## src/rtl/huff_dc_sched_pkg.sv

```systemverilog
// +-----------------------------------------------------------------------+
// | huff_dc_pkg : shared types, field offsets and DC difference helper    |
// | Revision    : 1.0                                                     |
// +-----------------------------------------------------------------------+
`default_nettype none

package huff_dc_pkg;

  localparam int ENC_OUT_W = 24;
  localparam int DC_W      = 8;
  localparam int CODE_LSB  = 16;
  localparam int LEN_LSB   = 8;
  localparam int VAL_LSB   = 0;
  localparam int FIFO_W    = ENC_OUT_W + 3;

  typedef enum logic [1:0] {
    COMP_Y  = 2'd0,
    COMP_CB = 2'd1,
    COMP_CR = 2'd2
  } comp_e;

  typedef enum logic [0:0] {
    ST_RUN   = 1'b0,
    ST_DRAIN = 1'b1
  } state_e;

  typedef struct packed {
    comp_e comp;
    logic  mcu_last;
    logic  valid;
  } tag_t;

  // a - b on sign-extended operands; the 9-bit result overflows 8 bits
  // exactly when its two top bits disagree.
  function automatic logic [DC_W-1:0] sat_sub(input logic [DC_W-1:0] a,
                                               input logic [DC_W-1:0] b);
    logic [DC_W:0] d;
    d = {a[DC_W-1], a} - {b[DC_W-1], b};
    if (d[DC_W] != d[DC_W-1])
      return d[DC_W] ? {1'b1, {(DC_W-1){1'b0}}} : {1'b0, {(DC_W-1){1'b1}}};
    return d[DC_W-1:0];
  endfunction

endpackage

`default_nettype wire

```

## src/rtl/huff_dc_sched_if.sv

```systemverilog
// +-----------------------------------------------------------------------+
// | huff_dc_sched_if : block input, encoder and result-FIFO signals        |
// | Optional stats ports under HUFF_DC_SCHED_STATS_EN. Revision : 1.0     |
// +-----------------------------------------------------------------------+
`default_nettype none

interface huff_dc_sched_if;
  import huff_dc_pkg::*;

  logic                 restart;
  logic                 flush;
  logic                 flush_done;
  logic                 blk_valid;
  logic                 blk_ready;
  logic [DC_W-1:0]      blk_dc;
  logic [DC_W-1:0]      enc_dc;
  logic                 enc_is_luminance;
  logic [ENC_OUT_W-1:0] enc_out;
  logic                 out_valid;
  logic                 out_ready;
  logic [ENC_OUT_W-1:0] out_code;
  logic [1:0]           out_comp;
  logic                 out_mcu_last;
`ifdef HUFF_DC_SCHED_STATS_EN
  logic [31:0]          stat_blocks;
  logic [31:0]          stat_bits;

  modport slave (
    input  restart, flush, blk_valid, blk_dc, enc_out, out_ready,
    output flush_done, blk_ready, enc_dc, enc_is_luminance,
           out_valid, out_code, out_comp, out_mcu_last, stat_blocks, stat_bits
  );
  modport master (
    output restart, flush, blk_valid, blk_dc, enc_out, out_ready,
    input  flush_done, blk_ready, enc_dc, enc_is_luminance,
           out_valid, out_code, out_comp, out_mcu_last, stat_blocks, stat_bits
  );
`else
  modport slave (
    input  restart, flush, blk_valid, blk_dc, enc_out, out_ready,
    output flush_done, blk_ready, enc_dc, enc_is_luminance,
           out_valid, out_code, out_comp, out_mcu_last
  );
  modport master (
    output restart, flush, blk_valid, blk_dc, enc_out, out_ready,
    input  flush_done, blk_ready, enc_dc, enc_is_luminance,
           out_valid, out_code, out_comp, out_mcu_last
  );
`endif

endinterface

`default_nettype wire

```

## src/rtl/huff_dc_sched_out_fifo.sv

```systemverilog
// +-----------------------------------------------------------------------+
// | huff_dc_out_fifo : synchronous result FIFO with occupancy count        |
// | Revision         : 1.0                                                |
// +-----------------------------------------------------------------------+
`default_nettype none

module huff_dc_out_fifo #(
  parameter int WIDTH = 27,
  parameter int DEPTH = 8
) (
  input  wire logic                         clk,
  input  wire logic                         rst_n,
  input  wire logic                         push_i,
  input  wire logic [WIDTH-1:0]             din_i,
  input  wire logic                         pop_i,
  output logic      [WIDTH-1:0]             dout_o,
  output logic      [$clog2(DEPTH+1)-1:0]   count_o
);

  localparam int c_cnt_w = $clog2(DEPTH + 1);
  localparam int c_ptr_w = (DEPTH > 1) ? $clog2(DEPTH) : 1;

  logic [WIDTH-1:0]   mem_q [DEPTH];
  logic [c_ptr_w-1:0] wr_ptr_q, rd_ptr_q;
  logic [c_cnt_w-1:0] count_q;
  logic               w_do_push, w_do_pop;

  function automatic logic [c_ptr_w-1:0] ptr_inc(input logic [c_ptr_w-1:0] p);
    return (p == c_ptr_w'(DEPTH - 1)) ? '0 : p + c_ptr_w'(1);
  endfunction

  assign w_do_push = push_i && (count_q != c_cnt_w'(DEPTH));
  assign w_do_pop  = pop_i && (count_q != '0);
  assign dout_o    = mem_q[rd_ptr_q];
  assign count_o   = count_q;

  always_ff @(posedge clk) begin
    if (w_do_push) mem_q[wr_ptr_q] <= din_i;
  end

  always_ff @(posedge clk or negedge rst_n) begin
    if (!rst_n) begin
      wr_ptr_q <= '0;
      rd_ptr_q <= '0;
      count_q  <= '0;
    end else begin
      if (w_do_push) wr_ptr_q <= ptr_inc(wr_ptr_q);
      if (w_do_pop)  rd_ptr_q <= ptr_inc(rd_ptr_q);
      if (w_do_push && !w_do_pop)      count_q <= count_q + c_cnt_w'(1);
      else if (!w_do_push && w_do_pop) count_q <= count_q - c_cnt_w'(1);
    end
  end

endmodule

`default_nettype wire

```

## src/rtl/huff_dc_sched.sv

```systemverilog
// +-----------------------------------------------------------------------+
// | huff_dc_sched : DC predictor, credit-based encoder issue, result FIFO  |
// | Optional stats under HUFF_DC_SCHED_STATS_EN. Revision : 1.0           |
// +-----------------------------------------------------------------------+
`default_nettype none

module huff_dc_sched
  import huff_dc_pkg::*;
#(
  parameter int FIFO_DEPTH  = 8,
  parameter int ENC_LATENCY = 4,
  parameter int Y_PER_MCU   = 4
) (
  input wire logic       clk,
  input wire logic       rst_n,
  huff_dc_sched_if.slave bus
);

  localparam int c_slot_w = $clog2(Y_PER_MCU + 2);

  state_e                state_q, state_d;
  logic                  alive_q;
  logic [c_slot_w-1:0]   slot_q, slot_d;
  logic                  pend_q, pend_d;
  logic                  flush_done_q, flush_done_d;
  logic [DC_W-1:0]       enc_dc_q, enc_dc_d;
  logic                  lum_q, lum_d;
  logic [DC_W-1:0]       pred_q [3];
  logic [DC_W-1:0]       pred_d [3];
  tag_t                  tag_q  [ENC_LATENCY+1];
  tag_t                  tag_d;

  comp_e                 w_comp;
  logic                  w_lum, w_last, w_accept, w_pop;
  logic [DC_W-1:0]       w_diff;
  int                    w_inflight;
  logic [$clog2(FIFO_DEPTH+1)-1:0] w_fifo_count;
  logic [FIFO_W-1:0]     w_head;

  always_comb begin
    if (slot_q < c_slot_w'(Y_PER_MCU))       w_comp = COMP_Y;
    else if (slot_q == c_slot_w'(Y_PER_MCU)) w_comp = COMP_CB;
    else                                     w_comp = COMP_CR;
  end

  assign w_lum  = (w_comp == COMP_Y);
  assign w_last = (w_comp == COMP_CR);
  assign w_diff = sat_sub(bus.blk_dc, pred_q[w_comp]);

  // Entry 0 travels alongside enc_dc; entry ENC_LATENCY lines up with enc_out.
  always_comb begin
    w_inflight = 0;
    for (int i = 0; i <= ENC_LATENCY; i++)
      if (tag_q[i].valid) w_inflight++;
  end

  assign bus.blk_ready = alive_q && (state_q == ST_RUN) &&
                         ((int'(w_fifo_count) + w_inflight) < FIFO_DEPTH);
  assign w_accept      = bus.blk_valid && bus.blk_ready;

  always_comb begin
    state_d      = state_q;
    slot_d       = slot_q;
    pend_d       = pend_q;
    flush_done_d = 1'b0;
    enc_dc_d     = enc_dc_q;
    lum_d        = lum_q;
    pred_d       = pred_q;
    tag_d        = '0;
    if (w_accept) begin
      enc_dc_d       = w_diff;
      lum_d          = w_lum;
      pred_d[w_comp] = bus.blk_dc;
      tag_d          = '{comp: w_comp, mcu_last: w_last, valid: 1'b1};
      slot_d         = w_last ? '0 : slot_q + c_slot_w'(1);
    end
    if (bus.restart) pend_d = 1'b1;
    if (pend_d && ((!w_accept && slot_q == '0) || (w_accept && w_last))) begin
      for (int i = 0; i < 3; i++) pred_d[i] = '0;
      pend_d = 1'b0;
    end
    case (state_q)
      ST_RUN:   if (bus.flush) state_d = ST_DRAIN;
      ST_DRAIN: if (w_inflight == 0 && w_fifo_count == '0) begin
        flush_done_d = 1'b1;
        state_d      = ST_RUN;
        slot_d       = '0;
        pend_d       = 1'b0;
        for (int i = 0; i < 3; i++) pred_d[i] = '0;
      end
      default:  state_d = ST_RUN;
    endcase
  end

  always_ff @(posedge clk or negedge rst_n) begin
    if (!rst_n) begin
      state_q      <= ST_RUN;
      alive_q      <= 1'b0;
      slot_q       <= '0;
      pend_q       <= 1'b0;
      flush_done_q <= 1'b0;
      enc_dc_q     <= '0;
      lum_q        <= 1'b0;
      for (int i = 0; i < 3; i++) pred_q[i] <= '0;
      for (int i = 0; i <= ENC_LATENCY; i++) tag_q[i] <= '0;
    end else begin
      state_q      <= state_d;
      alive_q      <= 1'b1;
      slot_q       <= slot_d;
      pend_q       <= pend_d;
      flush_done_q <= flush_done_d;
      enc_dc_q     <= enc_dc_d;
      lum_q        <= lum_d;
      pred_q       <= pred_d;
      tag_q[0]     <= tag_d;
      for (int i = 1; i <= ENC_LATENCY; i++) tag_q[i] <= tag_q[i-1];
    end
  end

  huff_dc_out_fifo #(
    .WIDTH (FIFO_W),
    .DEPTH (FIFO_DEPTH)
  ) u_fifo (
    .clk     (clk),
    .rst_n   (rst_n),
    .push_i  (tag_q[ENC_LATENCY].valid),
    .din_i   ({bus.enc_out[CODE_LSB +: 8], bus.enc_out[LEN_LSB +: 8],
               bus.enc_out[VAL_LSB +: 8], tag_q[ENC_LATENCY].comp,
               tag_q[ENC_LATENCY].mcu_last}),
    .pop_i   (w_pop),
    .dout_o  (w_head),
    .count_o (w_fifo_count)
  );

  assign bus.out_valid        = (w_fifo_count != '0);
  assign w_pop                = bus.out_valid && bus.out_ready;
  assign bus.out_code         = bus.out_valid ? w_head[FIFO_W-1:3] : '0;
  assign bus.out_comp         = bus.out_valid ? w_head[2:1] : '0;
  assign bus.out_mcu_last     = bus.out_valid && w_head[0];
  assign bus.enc_dc           = enc_dc_q;
  assign bus.enc_is_luminance = lum_q;
  assign bus.flush_done       = flush_done_q;

`ifdef HUFF_DC_SCHED_STATS_EN
  logic [31:0] stat_blocks_q, stat_bits_q;
  logic [32:0] w_bits_sum;

  assign w_bits_sum = {1'b0, stat_bits_q} + 33'(bus.out_code[LEN_LSB +: 8]);

  always_ff @(posedge clk or negedge rst_n) begin
    if (!rst_n) begin
      stat_blocks_q <= '0;
      stat_bits_q   <= '0;
    end else if (flush_done_d) begin
      stat_blocks_q <= '0;
      stat_bits_q   <= '0;
    end else if (w_pop) begin
      if (stat_blocks_q != '1) stat_blocks_q <= stat_blocks_q + 32'd1;
      stat_bits_q <= w_bits_sum[32] ? '1 : w_bits_sum[31:0];
    end
  end

  assign bus.stat_blocks = stat_blocks_q;
  assign bus.stat_bits   = stat_bits_q;
`endif

endmodule

`default_nettype wire

```

## src/flat_wrapper.sv

```systemverilog
// flat-port wrapper written by rule: the top's interface ports become plain ports
module huff_dc_sched_flat import huff_dc_pkg::*;
#(
  parameter int FIFO_DEPTH  = 8,
  parameter int ENC_LATENCY = 4,
  parameter int Y_PER_MCU   = 4
)
  (clk, rst_n, bus_restart, bus_flush, bus_blk_valid, bus_blk_dc, bus_enc_out, bus_out_ready, bus_flush_done, bus_blk_ready, bus_enc_dc, bus_enc_is_luminance, bus_out_valid, bus_out_code, bus_out_comp, bus_out_mcu_last);
  huff_dc_sched_if bus_i ();
  input wire logic clk;
  input wire logic rst_n;
  input wire logic [$bits(bus_i.restart)-1:0] bus_restart;
  input wire logic [$bits(bus_i.flush)-1:0] bus_flush;
  input wire logic [$bits(bus_i.blk_valid)-1:0] bus_blk_valid;
  input wire logic [$bits(bus_i.blk_dc)-1:0] bus_blk_dc;
  input wire logic [$bits(bus_i.enc_out)-1:0] bus_enc_out;
  input wire logic [$bits(bus_i.out_ready)-1:0] bus_out_ready;
  output wire logic [$bits(bus_i.flush_done)-1:0] bus_flush_done;
  output wire logic [$bits(bus_i.blk_ready)-1:0] bus_blk_ready;
  output wire logic [$bits(bus_i.enc_dc)-1:0] bus_enc_dc;
  output wire logic [$bits(bus_i.enc_is_luminance)-1:0] bus_enc_is_luminance;
  output wire logic [$bits(bus_i.out_valid)-1:0] bus_out_valid;
  output wire logic [$bits(bus_i.out_code)-1:0] bus_out_code;
  output wire logic [$bits(bus_i.out_comp)-1:0] bus_out_comp;
  output wire logic [$bits(bus_i.out_mcu_last)-1:0] bus_out_mcu_last;
  assign bus_i.restart = bus_restart;
  assign bus_i.flush = bus_flush;
  assign bus_i.blk_valid = bus_blk_valid;
  assign bus_i.blk_dc = bus_blk_dc;
  assign bus_i.enc_out = bus_enc_out;
  assign bus_i.out_ready = bus_out_ready;
  assign bus_flush_done = bus_i.flush_done;
  assign bus_blk_ready = bus_i.blk_ready;
  assign bus_enc_dc = bus_i.enc_dc;
  assign bus_enc_is_luminance = bus_i.enc_is_luminance;
  assign bus_out_valid = bus_i.out_valid;
  assign bus_out_code = bus_i.out_code;
  assign bus_out_comp = bus_i.out_comp;
  assign bus_out_mcu_last = bus_i.out_mcu_last;
  huff_dc_sched #(.FIFO_DEPTH(FIFO_DEPTH), .ENC_LATENCY(ENC_LATENCY), .Y_PER_MCU(Y_PER_MCU)) u_core (.clk(clk), .rst_n(rst_n), .bus(bus_i));
endmodule
```

## config.mk

```make
export PLATFORM = sky130hd
export DESIGN_NAME = huff_dc_sched_flat
export DESIGN_NICKNAME = d
export VERILOG_FILES = /design/src/rtl/huff_dc_sched_pkg.sv /design/src/rtl/huff_dc_sched_if.sv /design/src/rtl/huff_dc_sched_out_fifo.sv /design/src/rtl/huff_dc_sched.sv /design/src/flat_wrapper.sv
export SDC_FILE = /design/constraint.sdc
export NUM_CORES = 1
export LEC_CHECK = 0
export ABC_AREA = 1
export CORE_UTILIZATION = 50
export CTS_BUF_LIST = sky130_fd_sc_hd__clkbuf_8
export DETAILED_ROUTE_END_ITERATION = 8
export GPL_ROUTABILITY_DRIVEN = 1
export PLACE_DENSITY_LB_ADDON = 0.2
export SLEW_MARGIN = 20
export SYNTH_ARGS = -nofsm -noshare
export SYNTH_HDL_FRONTEND = slang
export SYNTH_SLANG_ARGS = --single-unit
```

## constraint.sdc

```tcl
create_clock -name clk -period 8.8 [get_ports clk]
set_input_delay 1.76 -clock clk [delete_from_list [all_inputs] [get_ports clk]]
set_output_delay 1.76 -clock clk [all_outputs]
set_load 0.05 [all_outputs]
```

==> results.cfg <==
[clock_network]
cts.sinks = 286
cts-buffers-inserted = 45
clk_pin_slew_ns = 0.06
ctsResizeCount = 0
cts_setup_buffers = 0
htree_levels = 2
cts.root.buffer_cell = clkbuf_8
cts_hold_buf = 0
clk_latency_ns = 0.55
clockBufferDepth = 3
cts_tree = done

[timing]
clock_skew_ns = 0.0174
slew_headroom_pct = 27.6
fin_crit_sh_pct = 68.2
max_freq_mhz = 167
hold_viol = 0
timing.hold.ws_ns = 0.346
setup_viol = 0
setup-tns-final_ns = 0
rsz0062_at_grt = no
drv_slew = 0
tightest_slew_ns = 1.08
min_period_ns = 6.00

[route]
drt_iter0_markers = 654
wire_per_inst_um = 16.4
drc = 0
wl_mm = 25.7
vias_per_cell = 5.40
first_pass_iters = 5
ant_nets = 0
routed-via-count = 8439

[critical_path]
crit_path_max_fanout = 6
r2r_setup_slack_ns = 4.54
max_stage_delay_ns = 0.80
critical_path_arrival_ns = 4.24
start_kind = flop
critPathSlowestCell = clkdlybuf4s50_1
crit_chain = inv_1 > ha_1 > inv_1 > nand2_2 > nand2_1 > inv_1 > nand2_1 > nand3_1 > nand2_1 > inv_1 > ha_1 > nand2_1 > nand3_1 > nand2_1 > inv_1 > ha_1 > nor4_2 > nand2_1 > inv_1 > clkdlybuf4s50_1
cp-end-kind = primary output
path_class = flop to primary output
critPathRequiredTime_ns = 7.04

[die]
pin_count = 77
rows = 57
die_height_um = 159
dieWidth_um = 159
die-area_um2 = 25400
core-area_um2 = 24300
initial_core_util_pct = 50.9

[logic_synthesis]
synth_xor_area_share_pct = 0.637
synth_compound_area_share_pct = 12.6
synthesis.nets = 1198
synth_simple_gate_area_share_pct = 12.9
synth.avg_cell_area_um2 = 10.9
synth_cell_types = 38
ys_ff_latch = 286
yosys_warnings = 0
async_flop_share_pct = 24.5
synth.cell_area_um2 = 12400
synthMuxAreaShare_pct = 0
synth_seq_area_share_pct = 66.6
synth_top_flop_cell = edfxtp_1
synthAdderAreaFrac_pct = 2.85
synth_top_family_by_area = simple AND/OR/NAND/NOR gates
synth_cells = 1133
synth-edff-count = 216

[pwr]
ir_drop_mv = 0.172
power.leakage_uw = 0.00550
power_uw = 4600
powerDensity_nw_per_um2 = 325

[run_status]
status = finished, final reports clean

[run]
cap_violations = 0

[layout]
design_area_um2 = 14200
nets = 1276
num_antenna_cells = 0
drive_above_1_share_pct = 8.39
area_growth_pct = 14.4

[placement]
globalplace.congestion = 0.799
hpwl_mm = 14.0
dpl_cell_area_um2 = 13400
io_buffers = 76

[grt]
grt_pass1_wl_mm = 42.2
grt.overflow.total = 0
grt_max_degree = 77
groute.usage.overall_pct = 20.8
antenna_found_initial = 0
grt_pass1_vias = 8300

[min_path]
hp-class = flop to flop
==> placed cells by master (no fill, tap or decap), types with 2 or more instances in the layout <==
cell type        Yosys  layout
nand3_4              2       2
nand2_2              4       4
xnor2_1              7       7
fa_1                 2       2
clkbuf_8             0      45
clkinv_1             3      12
buf_4                2      16
edfxtp_1           216     216
nor2_2               1       9
or2_2                2       2
a21oi_1             25      25
nand4_1              5       5
inv_1               67      83
nand2_4              2       2
ha_1                25      25
dfrtp_1             70      68
o221ai_1             7       7
a21o_1               2       2
nand3_1             12      12
o22ai_1             29      29
nor2_1             186     178
inv_2                2       3
a31oi_1             29      29
clkinvlp_4           0       3
xor2_1               2       2
o21ai_0            178     178
nand2_1            176     176
clkdlybuf4s50_1      0      75
a21oi_2             11      11
==> state kept, by name, summed over array words and instances (netlist names), 3 cells and up <==
name,flops
u_core.u_fifo.count_o,4
u_core.pred_q,24
u_core.slot_q,3
u_core.tag_q,20
u_core.u_fifo.rd_ptr_q,3
u_core.bus.enc_dc,8
u_core.u_fifo.mem_q,216
u_core.u_fifo.wr_ptr_q,3
==> cell families (layout without fill, tap and decap cells) <==
group,count (synthesis),in the layout
xor gates and xnor gates,9,9
AOI/OAI and AO/OA,283,283
buffers and inverters,132,239
adders and majority gates,27,27
and+or+nand+nor,395,395
other,1,1
DFF,286,286
==> synth_stat cells, types with 2 or more instances <==
| library cell | count | area share, % |
|---|---|---|
| edfxtp_1 | 216 | 52 |
| nor2_1 | 186 | 5.6 |
| o21ai_0 | 178 | 7.2 |
| nand2_1 | 176 | 5.3 |
| dfrtp_1 | 70 | 14 |
| inv_1 | 67 | 2.0 |
| clkbuf_1 | 43 | 1.3 |
| a31oi_1 | 29 | 1.5 |
| o22ai_1 | 29 | 1.5 |
| a21oi_1 | 25 | 1.0 |
| ha_1 | 25 | 2.5 |
| nand3_1 | 12 | 0.49 |
| a21oi_2 | 11 | 0.78 |
| o221ai_1 | 7 | 0.50 |
| xnor2_1 | 7 | 0.50 |
| buf_1 | 6 | 0.18 |
| buf_2 | 5 | 0.20 |
| nand4_1 | 5 | 0.25 |
| buf_6 | 4 | 0.36 |
| nand2_2 | 4 | 0.20 |
| clkinv_1 | 3 | 0.091 |
| a21o_1 | 2 | 0.12 |
| buf_4 | 2 | 0.12 |
| fa_1 | 2 | 0.32 |
| inv_2 | 2 | 0.061 |
| nand2_4 | 2 | 0.18 |
| nand3_4 | 2 | 0.28 |
| or2_2 | 2 | 0.10 |
| xor2_1 | 2 | 0.14 |
==> critical path, delay by kind of cell (launching register included) <==
| family | cells | cell delay (ns) |
|---|---|---|
| AND/OR/NAND/NOR | 10 | 1.39 |
| flip-flops | 1 | 0.38 |
| adder cells (fa/ha/maj) | 3 | 0.73 |
| buffers and inverters | 7 | 1.21 |
==> through the flow <==
step / worst slack, ns / util [%] / std cells
2_1_floorplan: 4.21 / - / 1133
3_3_place_gp: 3.51 / 55.1 / 1488
3_5_place_dp: 3.40 / 55.1 / 1488
4_1_cts: 2.76 / 58.2 / 1564
5_1_grt: 2.47 / 58.2 / 1564
6_report: 2.80 / 58.2 / 1564
==> final cells by class <==
class,instances,area [um2]
clock inverter,31,136
inverter,72,270
sequential,286,8240
timing repair buffer,91,871
tap,324,405
clock buffer,45,619
fill,2007,10200
multi-input combinational,715,3620
==> final timing paths <==
kind	endpoint	cells past startpoint	start
setup / recovery	bus_blk_ready	20	u_core.tag_q[12]$_DFF_PN0_
hold / removal	u_core.tag_q[1]$_DFF_PN0_	0	u_core.tag_q[5]$_DFF_PN0_
setup reg to reg	u_core.pred_q[6]$_DFF_PN0_	22	u_core.tag_q[12]$_DFF_PN0_
hold reg to reg	u_core.tag_q[1]$_DFF_PN0_	0	u_core.tag_q[5]$_DFF_PN0_
max in group asynchronous	u_core.u_fifo.rd_ptr_q[0]$_DFFE_PN0P_	1	rst_n
min in group asynchronous	u_core.bus.enc_dc[6]$_DFFE_PN0N_	1	rst_n
==> per-layer routing <==
layer | up-vias | global-route usage, % | wire [um]
li1 | 4097 | - | -
met1 | 4071 | 27.6 | 11400
met2 | 232 | 34.8 | 12400
met3 | 39 | 4.12 | 1490
met4 | 0 | 6.21 | 413
met5 | - | 0 | 0
==> power by group <==
part           switching, uW  total, uW  internal, uW
Combinational           1390       2030           638
Sequential              76.4       1610          1530
Clock                    486        961           475
Total                   1960       4600          2650
(Power assumes the default switching activity.)
